==> src/rtl/interrupt_acknowledge_master.sv <==
// rtl/interrupt_acknowledge_master.sv - INTA# pulse-train initiator with byte capture and vector handshake
module interrupt_acknowledge_master #(
  parameter int INTA_LOW_CYCLES = 2,
  parameter int INTA_GAP_CYCLES = 2,
  parameter int HOLDOFF_CYCLES  = 3
) (
  input  logic        clock,
  input  logic        reset,
  input  logic        interrupt_request,
  input  logic        interrupt_enable,
  input  logic        mode_8086,
  input  logic [7:0]  data_bus_in,
  output logic        interrupt_acknowledge_n,
  output logic        busy,
  output logic        vector_valid,
  input  logic        vector_ready,
  output logic [7:0]  vector,
  output logic [15:0] call_address,
  output logic        opcode_error
);

  typedef enum logic [1:0] {
    IDLE    = 2'd0,
    ACK_LOW = 2'd1,
    ACK_GAP = 2'd2,
    DONE    = 2'd3
  } state_t;

  localparam logic [3:0] LOW_LAST = 4'(INTA_LOW_CYCLES - 1);
  localparam logic [3:0] GAP_LAST = 4'(INTA_GAP_CYCLES - 1);
  localparam logic [3:0] HOLDOFF  = 4'(HOLDOFF_CYCLES);
  localparam logic [7:0] CALL_OPCODE = 8'hCD;

  state_t      state_q, state_d;
  logic        intr_meta_q, intr_sync_q;
  logic        mode_q, mode_d;
  logic [1:0]  pidx_q, pidx_d;
  logic [3:0]  cnt_q, cnt_d;
  logic [3:0]  holdoff_q, holdoff_d;
  logic        inta_n_q, inta_n_d;
  logic        busy_q, busy_d;
  logic        valid_q, valid_d;
  logic [7:0]  vector_q, vector_d;
  logic [15:0] call_q, call_d;
  logic        operr_q, operr_d;
  logic        last_pulse;

  always_ff @(posedge clock or posedge reset) begin
    if (reset) begin
      intr_meta_q <= 1'b0;
      intr_sync_q <= 1'b0;
    end else begin
      intr_meta_q <= interrupt_request;
      intr_sync_q <= intr_meta_q;
    end
  end

  always_ff @(posedge clock or posedge reset) begin
    if (reset) begin
      state_q   <= IDLE;
      mode_q    <= 1'b0;
      pidx_q    <= 2'd0;
      cnt_q     <= 4'd0;
      holdoff_q <= 4'd0;
      inta_n_q  <= 1'b1;
      busy_q    <= 1'b0;
      valid_q   <= 1'b0;
      vector_q  <= 8'h00;
      call_q    <= 16'h0000;
      operr_q   <= 1'b0;
    end else begin
      state_q   <= state_d;
      mode_q    <= mode_d;
      pidx_q    <= pidx_d;
      cnt_q     <= cnt_d;
      holdoff_q <= holdoff_d;
      inta_n_q  <= inta_n_d;
      busy_q    <= busy_d;
      valid_q   <= valid_d;
      vector_q  <= vector_d;
      call_q    <= call_d;
      operr_q   <= operr_d;
    end
  end

  always_comb begin
    state_d    = state_q;
    mode_d     = mode_q;
    pidx_d     = pidx_q;
    cnt_d      = cnt_q;
    holdoff_d  = holdoff_q;
    inta_n_d   = inta_n_q;
    busy_d     = busy_q;
    valid_d    = valid_q;
    vector_d   = vector_q;
    call_d     = call_q;
    operr_d    = operr_q;
    last_pulse = mode_q ? (pidx_q == 2'd1) : (pidx_q == 2'd2);

    case (state_q)
      IDLE: begin
        if (holdoff_q != 4'd0) begin
          holdoff_d = holdoff_q - 4'd1;
        end else if (intr_sync_q && interrupt_enable) begin
          state_d  = ACK_LOW;
          mode_d   = mode_8086;
          pidx_d   = 2'd0;
          cnt_d    = 4'd0;
          inta_n_d = 1'b0;
          busy_d   = 1'b1;
          vector_d = 8'h00;
          call_d   = 16'h0000;
          operr_d  = 1'b0;
        end
      end

      ACK_LOW: begin
        if (cnt_q == LOW_LAST) begin
          // Capture on the edge that ends the low phase, while the controller still drives the bus.
          if (mode_q) begin
            if (pidx_q == 2'd1) vector_d = data_bus_in;
          end else begin
            case (pidx_q)
              2'd0:    operr_d = (data_bus_in != CALL_OPCODE);
              2'd1: begin
                vector_d    = data_bus_in;
                call_d[7:0] = data_bus_in;
              end
              default: call_d[15:8] = data_bus_in;
            endcase
          end
          cnt_d    = 4'd0;
          inta_n_d = 1'b1;
          if (last_pulse) begin
            state_d = DONE;
            valid_d = 1'b1;
          end else begin
            state_d = ACK_GAP;
          end
        end else begin
          cnt_d = cnt_q + 4'd1;
        end
      end

      ACK_GAP: begin
        if (cnt_q == GAP_LAST) begin
          cnt_d    = 4'd0;
          pidx_d   = pidx_q + 2'd1;
          inta_n_d = 1'b0;
          state_d  = ACK_LOW;
        end else begin
          cnt_d = cnt_q + 4'd1;
        end
      end

      DONE: begin
        if (valid_q && vector_ready) begin
          state_d   = IDLE;
          valid_d   = 1'b0;
          busy_d    = 1'b0;
          holdoff_d = HOLDOFF;
        end
      end

      default: state_d = IDLE;
    endcase
  end

  assign interrupt_acknowledge_n = inta_n_q;
  assign busy                    = busy_q;
  assign vector_valid            = valid_q;
  assign vector                  = vector_q;
  assign call_address            = call_q;
  assign opcode_error            = operr_q;

endmodule
==> config.mk <==
export PLATFORM = sky130hd
export DESIGN_NAME = interrupt_acknowledge_master
export DESIGN_NICKNAME = d
export VERILOG_FILES = /design/src/rtl/interrupt_acknowledge_master.sv
export SDC_FILE = /design/constraint.sdc
export NUM_CORES = 1
export LEC_CHECK = 0
export ABC_AREA = 0
export BUFFER_PORTS_ARGS = -buffer_cell sky130_fd_sc_hd__buf_2
export CORE_ASPECT_RATIO = 1.4
export CORE_MARGIN = 3
export CORE_UTILIZATION = 55
export CTS_CLUSTER_SIZE = 10
export DETAILED_ROUTE_END_ITERATION = 10
export PLACE_DENSITY = 0.78
export SYNTH_ARGS = -nofsm -noshare
export SYNTH_HDL_FRONTEND = slang
export SYNTH_SLANG_ARGS = --single-unit
==> constraint.sdc <==
create_clock -name clock -period 2.2 [get_ports clock]
set_input_delay 0.33 -clock clock [delete_from_list [all_inputs] [get_ports clock]]
set_output_delay 0.33 -clock clock [all_outputs]
set_load 0.02 [all_outputs]
==> qor.yml <==
status:
  status: "finished, final reports clean"
place:
  gp_congestion: 0.800
  hpwlAfterDp_um: 3660
  placed_cells: 276
  portBuffers: 41
timing:
  hold_viol_final: 0
  hold_ws_ns: 0.142
  drv_slew: 0
  fin_setup_tns_ns: 0
  period_share_pct: 95.0
  fin_skew_ns: 0.00504
  period_minus_slack_ns: 2.09
  slew-limit-headroom_pct: 64.3
  rsz0062_at_grt: "false"
  worst_pin_slew_ns: 0.536
  timing.fmax_mhz: 478
  finalSetupViolations: 0
logic_synthesis:
  muxShareOfSynthArea_pct: 17.5
  synth_edf_count: 0
  synth.avg_cell_area_um2: 12.0
  synth_top_family_by_area: "multiplexers"
  syn_area_mm2: 0.00231
  synth_adder_area_share_pct: 7.05
  syn_nets: 219
  synth_seq_cells: 43
  synthTopCellsByCount: "42 x dfrtp_1, 16 x mux2_4, 13 x ha_1, 13 x inv_1, 11 x mux2_2"
  synth_xor_area_share_pct: 0
  synth_area_leaders: "dfrtp_1 46%, mux2_4 10%, ha_1 7.0%"
  ys.flop_type: "dfrtp_1"
  yosysTopAreaCell: "dfrtp_1"
  synth_simple_gate_area_share_pct: 12.6
  synth_most_common_cell: "dfrtp_1"
  netlist-cell-type-count: 49
  yosysWarnings: 0
  ys_async_sr_fraction_pct: 100
  yosysTopAreaCellShare_pct: 45.6
  synthCells: 192
  synth_compound_area_share_pct: 11.5
  yosysSeqAreaShare_pct: 46.7
grt:
  track_usage_pct: 20.7
  grt_max_degree: 44
  grt_use_met3_pct: 3.11
  grt_pass1_wl_um: 7790
  antenna_found_initial: 0
  grt_pass1_vias: 1706
  globalRouteMet1Util_pct: 22.1
  overflow: 0
  grt_busiest_layer: "met2"
  grtUsageMet2_pct: 39.0
setup_path:
  rrSetupSlack_ns: 0.11
  cp.arrival_ns: 2.27
  endpoint: "vector[7]$_DFFE_PP0P_"
  startpoint_type: "flip-flop"
  worstPathRequired_ns: 2.38
  r2r-start: "holdoff_q[0]$_DFFE_PP0P_"
  ff2ff_path_depth: 6
  endpoint_kind: "flip-flop"
  crit_type: "reg2reg"
  r2r_end: "vector[7]$_DFFE_PP0P_"
  crit_start: "holdoff_q[0]$_DFFE_PP0P_"
  crit_fanout: 8
clocking:
  h-tree-depth: 2
  clockRootBuffer: "clkbuf_8"
  clockBufferDepth: 2
  path_clk_slew_ns: 0.08
  numCtsBuffers: 5
  tritoncts: "done"
  cts.sink_count: 43
  cts_hold_buf: 0
  clk_latency_ns: 0.29
min_path:
  hold_class: "in2reg"
  holdCritStartpoint: "interrupt_request"
floorplanning:
  die_y_um: 82.6
  die_x_um: 60.7
  placementRows: 27
  core_mm2: 0.00399
  ioPinCount: 42
  initial_utilization_pct: 57.9
  dieArea_mm2: 0.00502
route:
  via_per_inst: 5.80
  drt-wirelength-per-cell_um: 16.8
  drc_errors: 0
  postRouteAntennaNets: 0
  drtPass1Iterations: 4
  drtIter0Drc: 69
  routed_wl_um: 4790
  via_count: 1653
pwr:
  total_power_mw: 4.10
  p_per_area_mw_per_mm2: 1490
  p_leak_nw: 1.38
  ir_drop_v: 0.000702
layout:
  multi_input_area_mm2: 0.00114
  final-instance-count-excl-fill: 285
  regArea_mm2: 0.00108
  drive_above_1_share_pct: 38.8
  final_util_pct: 68.9
  n_antenna_cell: 0
  n_fill_cell: 291
  area_delta_synth_final_pct: 19.0
  nets: 268
run:
  cap_viol_max_count: 0
## worst min-delay path by stage
stage                     cells after the start                    end
after floorplan                               0  intr_sync_q$_DFF_PP0_
after global placement                        0  intr_sync_q$_DFF_PP0_
after detailed placement                      0  intr_sync_q$_DFF_PP0_
after CTS                                     1  intr_meta_q$_DFF_PP0_
after global routing                          1  intr_meta_q$_DFF_PP0_
final                                         1  intr_meta_q$_DFF_PP0_
## report_power, final
part           switching (mW)  total [mW]  leakage, nW  internal, mW
logic                    1.14        2.13        0.772         0.985
registers               0.203        1.26        0.544          1.06
clock network           0.261       0.715       0.0654         0.454
## kinds of logic (layout without fill, tap and decap cells)
group,Yosys count,after routing
buffers and inverters,22,72
DFF,43,43
and+or+nand+nor,47,47
AOI/OAI and AO/OA,36,36
muxes,31,31
adders and majority gates,13,13
## flip-flops by register name, summed over array words and instances (netlist names)
| signal | flops |
|---|---|
| call_address | 16 |
| vector | 8 |
| cnt_q | 4 |
| holdoff_q | 4 |
| pidx_q | 2 |
| state_q | 2 |
| busy | 1 |
| interrupt_acknowledge_n | 1 |
| intr_meta_q | 1 |
| intr_sync_q | 1 |
| mode_q | 1 |
| opcode_error | 1 |
| vector_valid | 1 |
## routing by layer
layer  routed length, um  part of all wire (%)  up-vias
li1                    -                     -      790
met1                1930                    40      812
met2                2600                    54       44
met3                 196                   4.1        7
met4                  72                   1.5        0
met5                   0                     0        -
## layout make-up
type	count	share of cell area, %
Multi-Input combinational cell	127	41.5
Inverter	13	1.78
Timing Repair Buffer	51	10.7
Clock buffer	6	2.64
Sequential cell	43	39.2
Tap cell	43	1.96
Clock inverter	2	2.19
## layout by cell type (no fill, tap or decap), types with 8 or more instances in the layout
cell type,n
mux2_2,11
buf_4,9
mux2_4,16
buf_2,41
nor2_1,8
ha_1,13
and2_1,9
inv_1,13
dfrtp_1,42
## stage by stage
| stage | worst slack [ns] | cell area [um2] |
|---|---|---|
| after detailed placement | 0.0484 | 2570 |
| after global routing | 0.0159 | 2750 |
| final | 0.109 | 2750 |
| after floorplan | 0.300 | 2310 |
| after global placement | 0.0969 | 2570 |
| after CTS | 0.00812 | 2710 |
## what timing repair did
action / 4_1_cts / 5_1_grt
setup buffers: 0 / 1
gates resized for setup: 0 / 4
setup endpoints to repair: 0 / 26
## worst max-delay path: stages, from the launching register on
cell     delay, ns
dfrtp_1       0.42
inv_1         0.10
ha_1          0.15
nor3b_4       0.31
a31oi_4       0.17
a211o_1       0.45
mux2_4        0.37
(Power assumes the default switching activity.)
